--- config.mk ---
export PLATFORM = sky130hd
export DESIGN_NAME = wb_multiport_stage_flat
export DESIGN_NICKNAME = d
export VERILOG_FILES = /design/src/rtl/wb_multiport_stage_pkg.sv /design/src/rtl/wb_multiport_stage_if.sv /design/src/rtl/wb_multiport_stage_wrbuf.sv /design/src/rtl/wb_multiport_stage.sv /design/src/flat_wrapper.sv
export SDC_FILE = /design/constraint.sdc
export NUM_CORES = 1
export LEC_CHECK = 0
export CORE_MARGIN = 2
export CORE_UTILIZATION = 58
export DETAILED_ROUTE_END_ITERATION = 16
export HOLD_SLACK_MARGIN = 0.15
export PLACE_DENSITY_LB_ADDON = 0.15
export RECOVER_POWER = 25
export SYNTH_ARGS = -nofsm -noshare
export SYNTH_HDL_FRONTEND = slang
export SYNTH_SLANG_ARGS = --single-unit
--- constraint.sdc ---
create_clock -name clk -period 15.1 [get_ports clk]
set_input_delay 1.51 -clock clk [delete_from_list [all_inputs] [get_ports clk]]
set_output_delay 1.51 -clock clk [all_outputs]
set_load 0.1 [all_outputs]
--- src/rtl/wb_multiport_stage_pkg.sv ---
// Shared types and helpers for the writeback stage: default widths, the buffered
// write record, and the lane popcount/compaction functions.
package wb_pkg;

  localparam int WB_DBITS     = 32;
  localparam int WB_REGNOBITS = 5;
  localparam int WB_LANES     = 2;
  localparam int WB_WPORTS    = 1;
  localparam int WB_DEPTH     = 4;
  localparam int WB_QPORTS    = 2;

  typedef struct packed {
    logic [WB_REGNOBITS-1:0] regno;
    logic [WB_DBITS-1:0]     val;
  } wb_wr_t;

  function automatic int popcount(input logic [31:0] v);
    int n;
    n = 0;
    for (int i = 0; i < 32; i++) n += int'(v[i]);
    return n;
  endfunction

  // Slot a lane lands in when the enqueued lanes are packed together in lane order.
  function automatic int compact_slot(input logic [31:0] mask, input int lane);
    int n;
    n = 0;
    for (int i = 0; i < 32; i++) if (i < lane) n += int'(mask[i]);
    return n;
  endfunction

endpackage

--- src/rtl/wb_multiport_stage_if.sv ---
// Bus between MEM, the writeback stage and DE: retiring lanes in, register-file
// writes out, and the forwarding query ports.
interface wb_multiport_stage_if import wb_pkg::*; #(
  parameter int DBITS     = WB_DBITS,
  parameter int REGNOBITS = WB_REGNOBITS,
  parameter int LANES     = WB_LANES,
  parameter int WPORTS    = WB_WPORTS,
  parameter int QPORTS    = WB_QPORTS
);
  logic [LANES-1:0]            in_valid;
  logic [LANES-1:0]            in_wr_reg;
  logic [LANES*REGNOBITS-1:0]  in_wregno;
  logic [LANES*DBITS-1:0]      in_regval;
  logic                        in_ready;
  logic [WPORTS-1:0]           wr_en;
  logic [WPORTS*REGNOBITS-1:0] wr_regno;
  logic [WPORTS*DBITS-1:0]     wr_val;
  logic [QPORTS*REGNOBITS-1:0] q_regno;
  logic [QPORTS-1:0]           q_hit;
  logic [QPORTS*DBITS-1:0]     q_val;

  modport master (
    output in_valid, in_wr_reg, in_wregno, in_regval, q_regno,
    input  in_ready, wr_en, wr_regno, wr_val, q_hit, q_val
  );

  modport slave (
    input  in_valid, in_wr_reg, in_wregno, in_regval, q_regno,
    output in_ready, wr_en, wr_regno, wr_val, q_hit, q_val
  );
endinterface

--- src/rtl/wb_multiport_stage_wrbuf.sv ---
// In-order circular write buffer: up to LANES pushes and WPORTS pops per cycle,
// head window for draining, and a youngest-wins associative search per query port.
module wb_wrbuf #(
  parameter int DBITS     = 32,
  parameter int REGNOBITS = 5,
  parameter int LANES     = 2,
  parameter int WPORTS    = 1,
  parameter int DEPTH     = 4,
  parameter int QPORTS    = 2
) (
  input  logic                                 clk,
  input  logic                                 reset,
  input  logic [$clog2(DEPTH+1)-1:0]           push_cnt,
  input  logic [REGNOBITS+DBITS-1:0]           push_data [LANES],
  input  logic [$clog2(DEPTH+1)-1:0]           pop_cnt,
  output logic [REGNOBITS+DBITS-1:0]           head_data [WPORTS],
  output logic [$clog2(DEPTH+1)-1:0]           count,
  input  logic [REGNOBITS-1:0]                 s_regno [QPORTS],
  output logic [QPORTS-1:0]                    s_hit,
  output logic [DBITS-1:0]                     s_val [QPORTS]
);
  localparam int W  = REGNOBITS + DBITS;
  localparam int PW = (DEPTH > 1) ? $clog2(DEPTH) : 1;

  logic [W-1:0]  mem [DEPTH];
  logic [PW-1:0] head, tail;

  // DEPTH need not be a power of two, so wrap explicitly.
  function automatic logic [PW-1:0] wrap_add(input logic [PW-1:0] p, input int k);
    return PW'((int'(p) + k) % DEPTH);
  endfunction

  // NOTE: state registers use non-blocking assignments so every flop samples the pre-edge values.
  always_ff @(posedge clk or posedge reset) begin
    if (reset) begin
      head  <= '0;
      tail  <= '0;
      count <= '0;
    end else begin
      head  <= wrap_add(head, int'(pop_cnt));
      tail  <= wrap_add(tail, int'(push_cnt));
      count <= count + push_cnt - pop_cnt;
    end
  end

  // NOTE: the storage array has no reset; count alone decides which entries are live.
  always_ff @(posedge clk) begin
    for (int i = 0; i < LANES; i++)
      if (i < int'(push_cnt)) mem[wrap_add(tail, i)] <= push_data[i];
  end

  always_comb begin
    for (int p = 0; p < WPORTS; p++) head_data[p] = mem[wrap_add(head, p)];
  end

  // Scan oldest to youngest so the last match, the youngest, wins.
  always_comb begin
    s_hit = '0;
    for (int q = 0; q < QPORTS; q++) begin
      s_val[q] = '0;
      for (int i = 0; i < DEPTH; i++) begin
        if (i < int'(count) && mem[wrap_add(head, i)][W-1 -: REGNOBITS] == s_regno[q]) begin
          s_hit[q] = 1'b1;
          s_val[q] = mem[wrap_add(head, i)][DBITS-1:0];
        end
      end
    end
  end
endmodule

--- src/rtl/wb_multiport_stage.sv ---
// Writeback stage top: filters and compacts retiring lanes into the write buffer,
// drains it to the register file with same-register suppression, and forwards to DE.
module wb_multiport_stage import wb_pkg::*; #(
  parameter int DBITS     = WB_DBITS,
  parameter int REGNOBITS = WB_REGNOBITS,
  parameter int LANES     = WB_LANES,
  parameter int WPORTS    = WB_WPORTS,
  parameter int DEPTH     = WB_DEPTH,
  parameter int QPORTS    = WB_QPORTS
) (
  input  logic                       clk,
  input  logic                       reset,
  wb_multiport_stage_if.slave        bus,
  output logic [31:0]                retired_count,
  output logic [$clog2(DEPTH+1)-1:0] buf_count
);
  localparam int CW = $clog2(DEPTH + 1);
  localparam int W  = REGNOBITS + DBITS;
  localparam int LW = (LANES > 1) ? $clog2(LANES) : 1;

  logic [LANES-1:0]     enq_mask;
  logic [CW-1:0]        push_cnt, pop_cnt;
  logic [W-1:0]         push_data [LANES];
  logic [W-1:0]         head_data [WPORTS];
  logic [REGNOBITS-1:0] s_regno [QPORTS];
  logic [QPORTS-1:0]    s_hit;
  logic [DBITS-1:0]     s_val [QPORTS];

  // Readiness looks only at pre-edge occupancy; a same-cycle drain does not help.
  assign bus.in_ready = (DEPTH - int'(buf_count)) >= LANES;
  assign pop_cnt      = (int'(buf_count) < WPORTS) ? buf_count : CW'(WPORTS);
  assign push_cnt     = CW'(popcount(32'(enq_mask)));

  // NOTE: every combinational output gets a default first so no path leaves it holding a value.
  always_comb begin
    enq_mask = '0;
    for (int l = 0; l < LANES; l++) push_data[l] = '0;
    for (int l = 0; l < LANES; l++) begin
      enq_mask[l] = bus.in_ready && bus.in_valid[l] && bus.in_wr_reg[l] &&
                    (bus.in_wregno[l*REGNOBITS +: REGNOBITS] != '0);
    end
    for (int l = 0; l < LANES; l++) begin
      if (enq_mask[l])
        push_data[LW'(compact_slot(32'(enq_mask), l))] =
          {bus.in_wregno[l*REGNOBITS +: REGNOBITS], bus.in_regval[l*DBITS +: DBITS]};
    end
  end

  wb_wrbuf #(
    .DBITS(DBITS), .REGNOBITS(REGNOBITS), .LANES(LANES),
    .WPORTS(WPORTS), .DEPTH(DEPTH), .QPORTS(QPORTS)
  ) u_wrbuf (
    .clk       (clk),
    .reset     (reset),
    .push_cnt  (push_cnt),
    .push_data (push_data),
    .pop_cnt   (pop_cnt),
    .head_data (head_data),
    .count     (buf_count),
    .s_regno   (s_regno),
    .s_hit     (s_hit),
    .s_val     (s_val)
  );

  // An older presented entry is silenced when a younger presented one targets the same register.
  always_comb begin
    bus.wr_en    = '0;
    bus.wr_regno = '0;
    bus.wr_val   = '0;
    for (int p = 0; p < WPORTS; p++) begin
      if (p < int'(pop_cnt)) begin
        bus.wr_regno[p*REGNOBITS +: REGNOBITS] = head_data[p][W-1 -: REGNOBITS];
        bus.wr_val[p*DBITS +: DBITS]           = head_data[p][DBITS-1:0];
        bus.wr_en[p]                           = 1'b1;
        for (int y = p + 1; y < WPORTS; y++) begin
          if (y < int'(pop_cnt) && head_data[y][W-1 -: REGNOBITS] == head_data[p][W-1 -: REGNOBITS])
            bus.wr_en[p] = 1'b0;
        end
      end
    end
  end

  always_comb begin
    bus.q_hit = '0;
    bus.q_val = '0;
    for (int q = 0; q < QPORTS; q++) begin
      s_regno[q] = bus.q_regno[q*REGNOBITS +: REGNOBITS];
      if (s_hit[q] && s_regno[q] != '0) begin
        bus.q_hit[q]                 = 1'b1;
        bus.q_val[q*DBITS +: DBITS]  = s_val[q];
      end
    end
  end

  always_ff @(posedge clk or posedge reset) begin
    if (reset) retired_count <= '0;
    else if (bus.in_ready) retired_count <= retired_count + 32'(popcount(32'(bus.in_valid)));
  end
endmodule

--- src/flat_wrapper.sv ---
// flat-port wrapper written by rule: the top's interface ports become plain ports
module wb_multiport_stage_flat import wb_pkg::*;
#(
  parameter int DBITS     = WB_DBITS,
  parameter int REGNOBITS = WB_REGNOBITS,
  parameter int LANES     = WB_LANES,
  parameter int WPORTS    = WB_WPORTS,
  parameter int DEPTH     = WB_DEPTH,
  parameter int QPORTS    = WB_QPORTS
)
  (clk, reset, retired_count, buf_count, bus_in_valid, bus_in_wr_reg, bus_in_wregno, bus_in_regval, bus_q_regno, bus_in_ready, bus_wr_en, bus_wr_regno, bus_wr_val, bus_q_hit, bus_q_val);
  wb_multiport_stage_if #(.DBITS(DBITS), .REGNOBITS(REGNOBITS), .LANES(LANES), .WPORTS(WPORTS), .QPORTS(QPORTS)) bus_i ();
  input  logic clk;
  input  logic reset;
  output logic [31:0] retired_count;
  output logic [$clog2(DEPTH+1)-1:0] buf_count;
  input wire logic [$bits(bus_i.in_valid)-1:0] bus_in_valid;
  input wire logic [$bits(bus_i.in_wr_reg)-1:0] bus_in_wr_reg;
  input wire logic [$bits(bus_i.in_wregno)-1:0] bus_in_wregno;
  input wire logic [$bits(bus_i.in_regval)-1:0] bus_in_regval;
  input wire logic [$bits(bus_i.q_regno)-1:0] bus_q_regno;
  output wire logic [$bits(bus_i.in_ready)-1:0] bus_in_ready;
  output wire logic [$bits(bus_i.wr_en)-1:0] bus_wr_en;
  output wire logic [$bits(bus_i.wr_regno)-1:0] bus_wr_regno;
  output wire logic [$bits(bus_i.wr_val)-1:0] bus_wr_val;
  output wire logic [$bits(bus_i.q_hit)-1:0] bus_q_hit;
  output wire logic [$bits(bus_i.q_val)-1:0] bus_q_val;
  assign bus_i.in_valid = bus_in_valid;
  assign bus_i.in_wr_reg = bus_in_wr_reg;
  assign bus_i.in_wregno = bus_in_wregno;
  assign bus_i.in_regval = bus_in_regval;
  assign bus_i.q_regno = bus_q_regno;
  assign bus_in_ready = bus_i.in_ready;
  assign bus_wr_en = bus_i.wr_en;
  assign bus_wr_regno = bus_i.wr_regno;
  assign bus_wr_val = bus_i.wr_val;
  assign bus_q_hit = bus_i.q_hit;
  assign bus_q_val = bus_i.q_val;
  wb_multiport_stage #(.DBITS(DBITS), .REGNOBITS(REGNOBITS), .LANES(LANES), .WPORTS(WPORTS), .DEPTH(DEPTH), .QPORTS(QPORTS)) u_core (.clk(clk), .reset(reset), .bus(bus_i), .retired_count(retired_count), .buf_count(buf_count));
endmodule
Yosys cells after proc, flatten, opt, wreduce, memory -nomap -nowiden --
Memories as Yosys holds them, arrays and structs flattened. Cells that the tools add are included.
Word-level totals: output and inout bits 140, word-level logic and storage cells 92, register bits 39, memories 1, input port bits 90, memory bits (writable) 148
Operators by class: order comparisons 11, equality and inequality tests 8, reduce and logical (&&, ||, !) cells 21, muxes and demuxes 34, bitwise operators 1, add/subtract/negate cells 12
Memory list:
- u_core.u_wrbuf.mem | depth 4, bits a word 37, read ports 4, clocked after Yosys merged registers in 0, write ports 2, line wb_multiport_stage_wrbuf.sv:25 | logic [W-1:0] mem [DEPTH];
Operators with widths (number):
- 32-bit two-way mux | 11
- 74-bit bitwise mux | 1
- 37-bit two-way mux | 2
- 74-bit two-way mux | 1
- 5-bit == test | 8
- 37-bit demux with 1-bit select | 1
- 32-bit adder | 1
- 32-bit by 3-bit >= comparator with 1-bit output, second input constant | 1
- 5-bit nonzero test | 4
- 1-bit logical AND | 17
- 1-bit two-way mux | 16
- 1-bit by 3-bit < comparator with 1-bit output, first input constant | 5
- 2-bit by 3-bit < comparator with 1-bit output, first input constant | 2
- 5-bit two-way mux | 1
- 1-bit by 1-bit adder with 2-bit output | 2
- 2-bit by 1-bit adder with 2-bit output, second input constant | 2
- 2-bit adder | 2
- 2-bit adder, second input constant | 2
- 3-bit by 3-bit subtractor with 4-bit output, first input constant | 1
- 3-bit adder | 1
- 3-bit by 1-bit < comparator with 1-bit output, second input constant | 1
- 3-bit two-way mux | 1
- 3-bit subtractor | 1
- 1-bit by 2-bit >= comparator with 1-bit output, second input constant | 1
- 2 further kinds | 2

Logic depth before layout (Yosys ltp) --
word-level depth 13, gate-level depth with buffers 13, mapped depth without buffers 12

Modules after synthesis --
Synthesis repeated with hierarchy kept, for this count alone.
Second synthesis, totals: cells, all modules 1726, area total of the unflattened synthesis 16339.4 um2
By module, submodules not included:
- wb_wrbuf | seq. area each 4619.4 um2, times used 1, area an instance 13593.0 um2, cells each 1419
- wb_multiport_stage | seq. area each 800.8 um2, times used 1, area an instance 2746.4 um2, cells each 307

Worst setup path before layout --
No wires, ideal clock.
kind input to output, start point input bus_q_regno[5], end point output bus_q_val[32], stages on the path 8, data required time 13.590 ns, path slack 8.319 ns, arrival 5.271 ns, buffers on the path 3, cell sequence clkbuf_1 xnor2_1 nand4_1 or2_1 buf_2 clkbuf_1 nand4b_1 a311oi_1
Between the ends: longest elaborated chain between the ends 8, elaborated cells between the ends (all ways) 19, classes of those cells eq/ne: 4; mux: 9; reduce/logical: 6
RTL lines:
- start, declared | line flat_wrapper.sv:21 | input wire logic [$bits(bus_i.q_regno)-1:0] bus_q_regno;
- 5-bit == test | line wb_multiport_stage_wrbuf.sv:62 | if (i < int'(count) && mem[wrap_add(head, i)][W-1 -: REGNOBITS] == s_regno[q]) begin
- 1-bit logical AND | line wb_multiport_stage_wrbuf.sv:62
- 1-bit two-way mux (4 in a row) | line wb_multiport_stage_wrbuf.sv:62
- 1-bit logical AND | line wb_multiport_stage.sv:88 | if (s_hit[q] && s_regno[q] != '0) begin
- 32-bit two-way mux * | line wb_multiport_stage.sv:88
- end, declared | line flat_wrapper.sv:27 | output wire logic [$bits(bus_i.q_val)-1:0] bus_q_val;
Every way passes the cells marked *; elsewhere a longest branch is shown, timed or not.

Worst setup path after layout --
start point register u_core.u_wrbuf.count[2], end point output bus_q_val[3]
Between the ends: longest elaborated chain between the ends 8, elaborated cells between the ends (all ways) 18, classes of those cells order compare: 4; mux: 9; reduce/logical: 5
RTL lines:
- start, declared | line wb_multiport_stage_wrbuf.sv:17 | output logic [$clog2(DEPTH+1)-1:0] count,
- start signal, assigned | line wb_multiport_stage_wrbuf.sv:42 | count <= count + push_cnt - pop_cnt;
- 1-bit by 3-bit < comparator with 1-bit output | line wb_multiport_stage_wrbuf.sv:62
- 1-bit logical AND | line wb_multiport_stage_wrbuf.sv:62
- 1-bit two-way mux (4 in a row) | line wb_multiport_stage_wrbuf.sv:62
- 1-bit logical AND | line wb_multiport_stage.sv:88
- 32-bit two-way mux * | line wb_multiport_stage.sv:88
Marks and branches as above.

==> reports/qor_table.md <==
| Result | Value |
| --- | --- |
| Sequential fraction of the synthesis area | 0.3745 |
| Top_reg_cell synth | sky130_fd_sc_hd__edfxtp_1 |
| Category of the worst setup path launch point | flip-flop |
| Part of the total power dissipated in sequential elements | 0.196 |
| Count of buffers inserted at the top-level ports | 229 |
| TritonCTS clock tree | done |
| Largest fanout on the critical path | 35 |
| Number of detailed-routing iterations run before antenna repair | 6 |
| Sum of negative setup slack | 0 ns |
| DIE HEIGHT | 162.0 um |
| Number of buffers inserted by post-CTS setup repair | 0 |
| Hold slack final | 0.4883 ns |
| Fill count | 1888 |
| Post-layout min period | 8.570 ns |
| Total Wirelength | 45430 um |
| Global-route wire length before repair | 70640 um |
| Standard cell area after detailed placement | 16700 um2 |
| Vias in the first global route | 13356 |
| Effective utilization at floorplan | 0.5933 |
| Violated checks | max-capacitance violations, max-slew violations |
| Placed wire-length estimate after detailed placement | 28370 um |
| Detailed Route Iter0 Violations | 1601 |
| Flip-flop and latch area | 5428 um2 |
| Final total power | 0.004337 W |
| CTS sink cnt | 187 |
| Internal power contribution | 0.001834 W |
| Number of nets at the end of the flow | 1806 |
| Congestion Overflow GR | 0 |
| Final worst clock skew | 0.01010 ns |
| Share of total power in combinational logic | 0.694 |
| # Max-Cap Violations | 3 |
| Std-Cell Core Area | 24390 um2 |
| Fmax | 116.7 MHz |
| Number of buffers inserted during clock tree synthesis | 17 |
| Setup repair after global routing missed its margin | no |
| Post-route clock period utilization | 0.5675 |
| Resize count post-CTS | 0 |
| Net Sw Frac | 0.5772 |
| Final Util | 0.7090 |
| Top cells by instance count after synthesis | 266 x sky130_fd_sc_hd__nor2_1, 148 x sky130_fd_sc_hd__edfxtp_1, 113 x sky130_fd_sc_hd__nand2_1 |
| Classification of the worst-slack hold path | reg -> reg |
| Leakage power figure | 6.239 nW |
| Ant. Diodes | 0 |
| Number of nets with antenna violations after routing | 0 |
| Number of failing hold endpoints at the final stage | 0 |
| Critical Path Sink Type | output pin |
| Yosys warning total | 0 |
| Final Max Tran Viols | 116 |
| Number of vias after detailed routing | 13688 |
| Register bit count reported by yosys | 187 |
| Proportion of register bits with asynchronous set or reset after synthesis | 0.2086 |
| Worst skew pair latency | 0.45 ns |
| GPL Wtd Cong | 0.9073 |
| Most instantiated library cell after synthesis | sky130_fd_sc_hd__nor2_1 |
| Post-synthesis cell type count | 64 |
| Vias per inst | 6.710 |
| Cell types with the largest area share after synthesis | sky130_fd_sc_hd__edfxtp_1 31%, sky130_fd_sc_hd__nor2_1 6.9%, sky130_fd_sc_hd__dfrtp_1 6.7% |
| Die ar. | 26230 um2 |
| Mapped Cells | 1584 |
| Signal arrival time at the worst endpoint | 7.06 ns |
| Power Density | 250.8 nW/um2 |
| Number of antenna violations at the first check in global routing | 1 |
| Total net switching power | 0.002503 W |
| Finished layout cell area | 17290 um2 |
| Result of the run | finished, violations left |
| Critical path class | reg -> out |
| Worst-case vdd ir drop | 0.5160 mV |
| Yosys top cell by area | sky130_fd_sc_hd__edfxtp_1 |
| Avg WL per Cell | 22.27 um |
| Total routing usage reported by global routing | 0.3426 |
| Clock transition at path regs | 0.09 ns |
| Area of the multi-input gates | 8240 um2 |
| Slew headroom | -1.118 |
| Pin count of the biggest net entering global routing | 121 |
| H-tree depth | 4 |
| Clock Power Share | 0.110 |
| Area share of the largest cell type after synthesis | 0.3071 |
| Share of cells above drive strength 1 | 0.08100 |
| I/O pins | 230 |
| Number of enable-type register cells in the synthesized netlist | 148 |
| Net count after synthesis | 1687 |
| Cts-stage hold buffer count | 0 |
| Final setup violation count | 0 |
| Root Buffer Master | sky130_fd_sc_hd__clkbuf_16 |
| Num rows | 57 |
| Horizontal die dimension | 162.0 um |
| CTS Buffer Depth | 2 |
| Per-instance average area after synthesis | 9.136 um2 |
| Residual DRC | 0 |
| Cell area after synthesis | 14470 um2 |
| Layout overhead on the synthesized area | 19.50% |
| Data required time at the worst endpoint | 13.59 ns |
| Actual slew at the worst max-slew pin | 3.165 ns |
==> logic make-up after synthesis <==
family                     synth area share
buffers and inverters               0.06052
xor gates and xnor gates            0.04747
other                             0.0002591
adders and majority gates           0.01280
DFF                                  0.3745
and+or+nand+nor                      0.2310
AOI/OAI and AO/OA                    0.1655
muxes                                0.1079
==> power by group through the flow <==
stage | Combinational (W) | Clock [W] | Sequential, W
floorplan | 0.00227 | 0 | 0.000892
global placement | 0.00292 | 0 | 0.000849
detailed placement | 0.00296 | 0 | 0.000860
CTS | 0.00297 | 0.000476 | 0.000850
global route | 0.00316 | 0.000497 | 0.000869
finish | 0.00301 | 0.000476 | 0.000852
==> sequential cells by signal, indices dropped and copies added (netlist names) <==
name / count
u_core.u_wrbuf.head: 2
u_core.u_wrbuf.mem: 148
u_core.u_wrbuf.count: 3
u_core.u_wrbuf.tail: 2
u_core.retired_count: 32
==> area by class of cell <==
class                      count  area share
multi-input combinational   1217      0.4765
sequential                   187      0.3139
timing repair buffer         261      0.1451
clock buffer                  17     0.02460
tap                          324     0.02344
clock inverter                15     0.01223
inverter                      19    0.004197
==> final timing paths <==
path | start | to | slack (ns) | cells after the start
hold reg to reg | u_core.retired_count[28]$_DFFE_PP0N_ | u_core.retired_count[28]$_DFFE_PP0N_ | 0.49 | 1
setup reg to reg | u_core.u_wrbuf.count[2]$_DFF_PP0_ | u_core.u_wrbuf.mem[1][22]$_DFFE_PP_ | 9.46 | 8
min in group asynchronous | reset | u_core.retired_count[28]$_DFFE_PP0N_ | 2.25 | 3
max in group asynchronous | reset | u_core.u_wrbuf.head[1]$_DFF_PP0_ | 11.36 | 3
hold / removal | u_core.retired_count[28]$_DFFE_PP0N_ | u_core.retired_count[28]$_DFFE_PP0N_ | 0.49 | 1
setup / recovery | u_core.u_wrbuf.count[2]$_DFF_PP0_ | bus_q_val[3] | 6.53 | 9
==> cell usage in the layout (no fill, tap or decap), drive strengths merged, types with 14 or more instances in the layout <==
master / count
a2111oi: 32
dfrtp: 39
a21oi: 97
inv: 27
xor2: 25
a22oi: 37
nor2b: 31
edfxtp: 148
nand4b: 32
buf: 26
and3: 39
mux4: 20
mux2: 36
clkbuf: 23
o31a: 29
nor2: 267
nand2: 113
xnor2: 50
nor3: 40
clkdlybuf4s50: 191
dlygate4sd3: 38
a31oi: 32
o21ai: 36
nand4: 14
and2: 41
mux2i: 69
nor3b: 30
nand3b: 29
o311ai: 32
a311oi: 32
==> critical path, cell delays in order, from the launching register on <==
cell and delay, ns:
sky130_fd_sc_hd__dfrtp_1 0.51, sky130_fd_sc_hd__or2_2 0.42, sky130_fd_sc_hd__nor2_1 2.32, sky130_fd_sc_hd__inv_1 0.79, sky130_fd_sc_hd__nand2_1 0.21, sky130_fd_sc_hd__buf_4 0.41, sky130_fd_sc_hd__a2bb2oi_1 0.22, sky130_fd_sc_hd__a31o_4 0.50
sky130_fd_sc_hd__a21oi_1 0.18, sky130_fd_sc_hd__clkdlybuf4s50_1 1.02
==> through the flow <==
| stage | cells | worst slack [ns] |
|---|---|---|
| 4_1_cts | 2040 | 7.310 |
| 2_1_floorplan | 1584 | 8.319 |
| 3_3_place_gp | 2008 | 7.914 |
| 3_5_place_dp | 2008 | 7.857 |
| 5_1_grt | 2040 | 6.314 |
| 6_report | 2040 | 6.530 |
==> metal layers <==
layer | part of all wire | GRT usage | up-vias | wire [um]
li1 | - | - | 6100 | -
met1 | 0.39 | 0.4397 | 6525 | 17610
met2 | 0.47 | 0.5658 | 903 | 21490
met3 | 0.11 | 0.07150 | 160 | 4865
met4 | 0.032 | 0.1452 | 0 | 1468
met5 | 0 | 0 | - | 0
No activity file was read; power rests on OpenSTA's default activity.
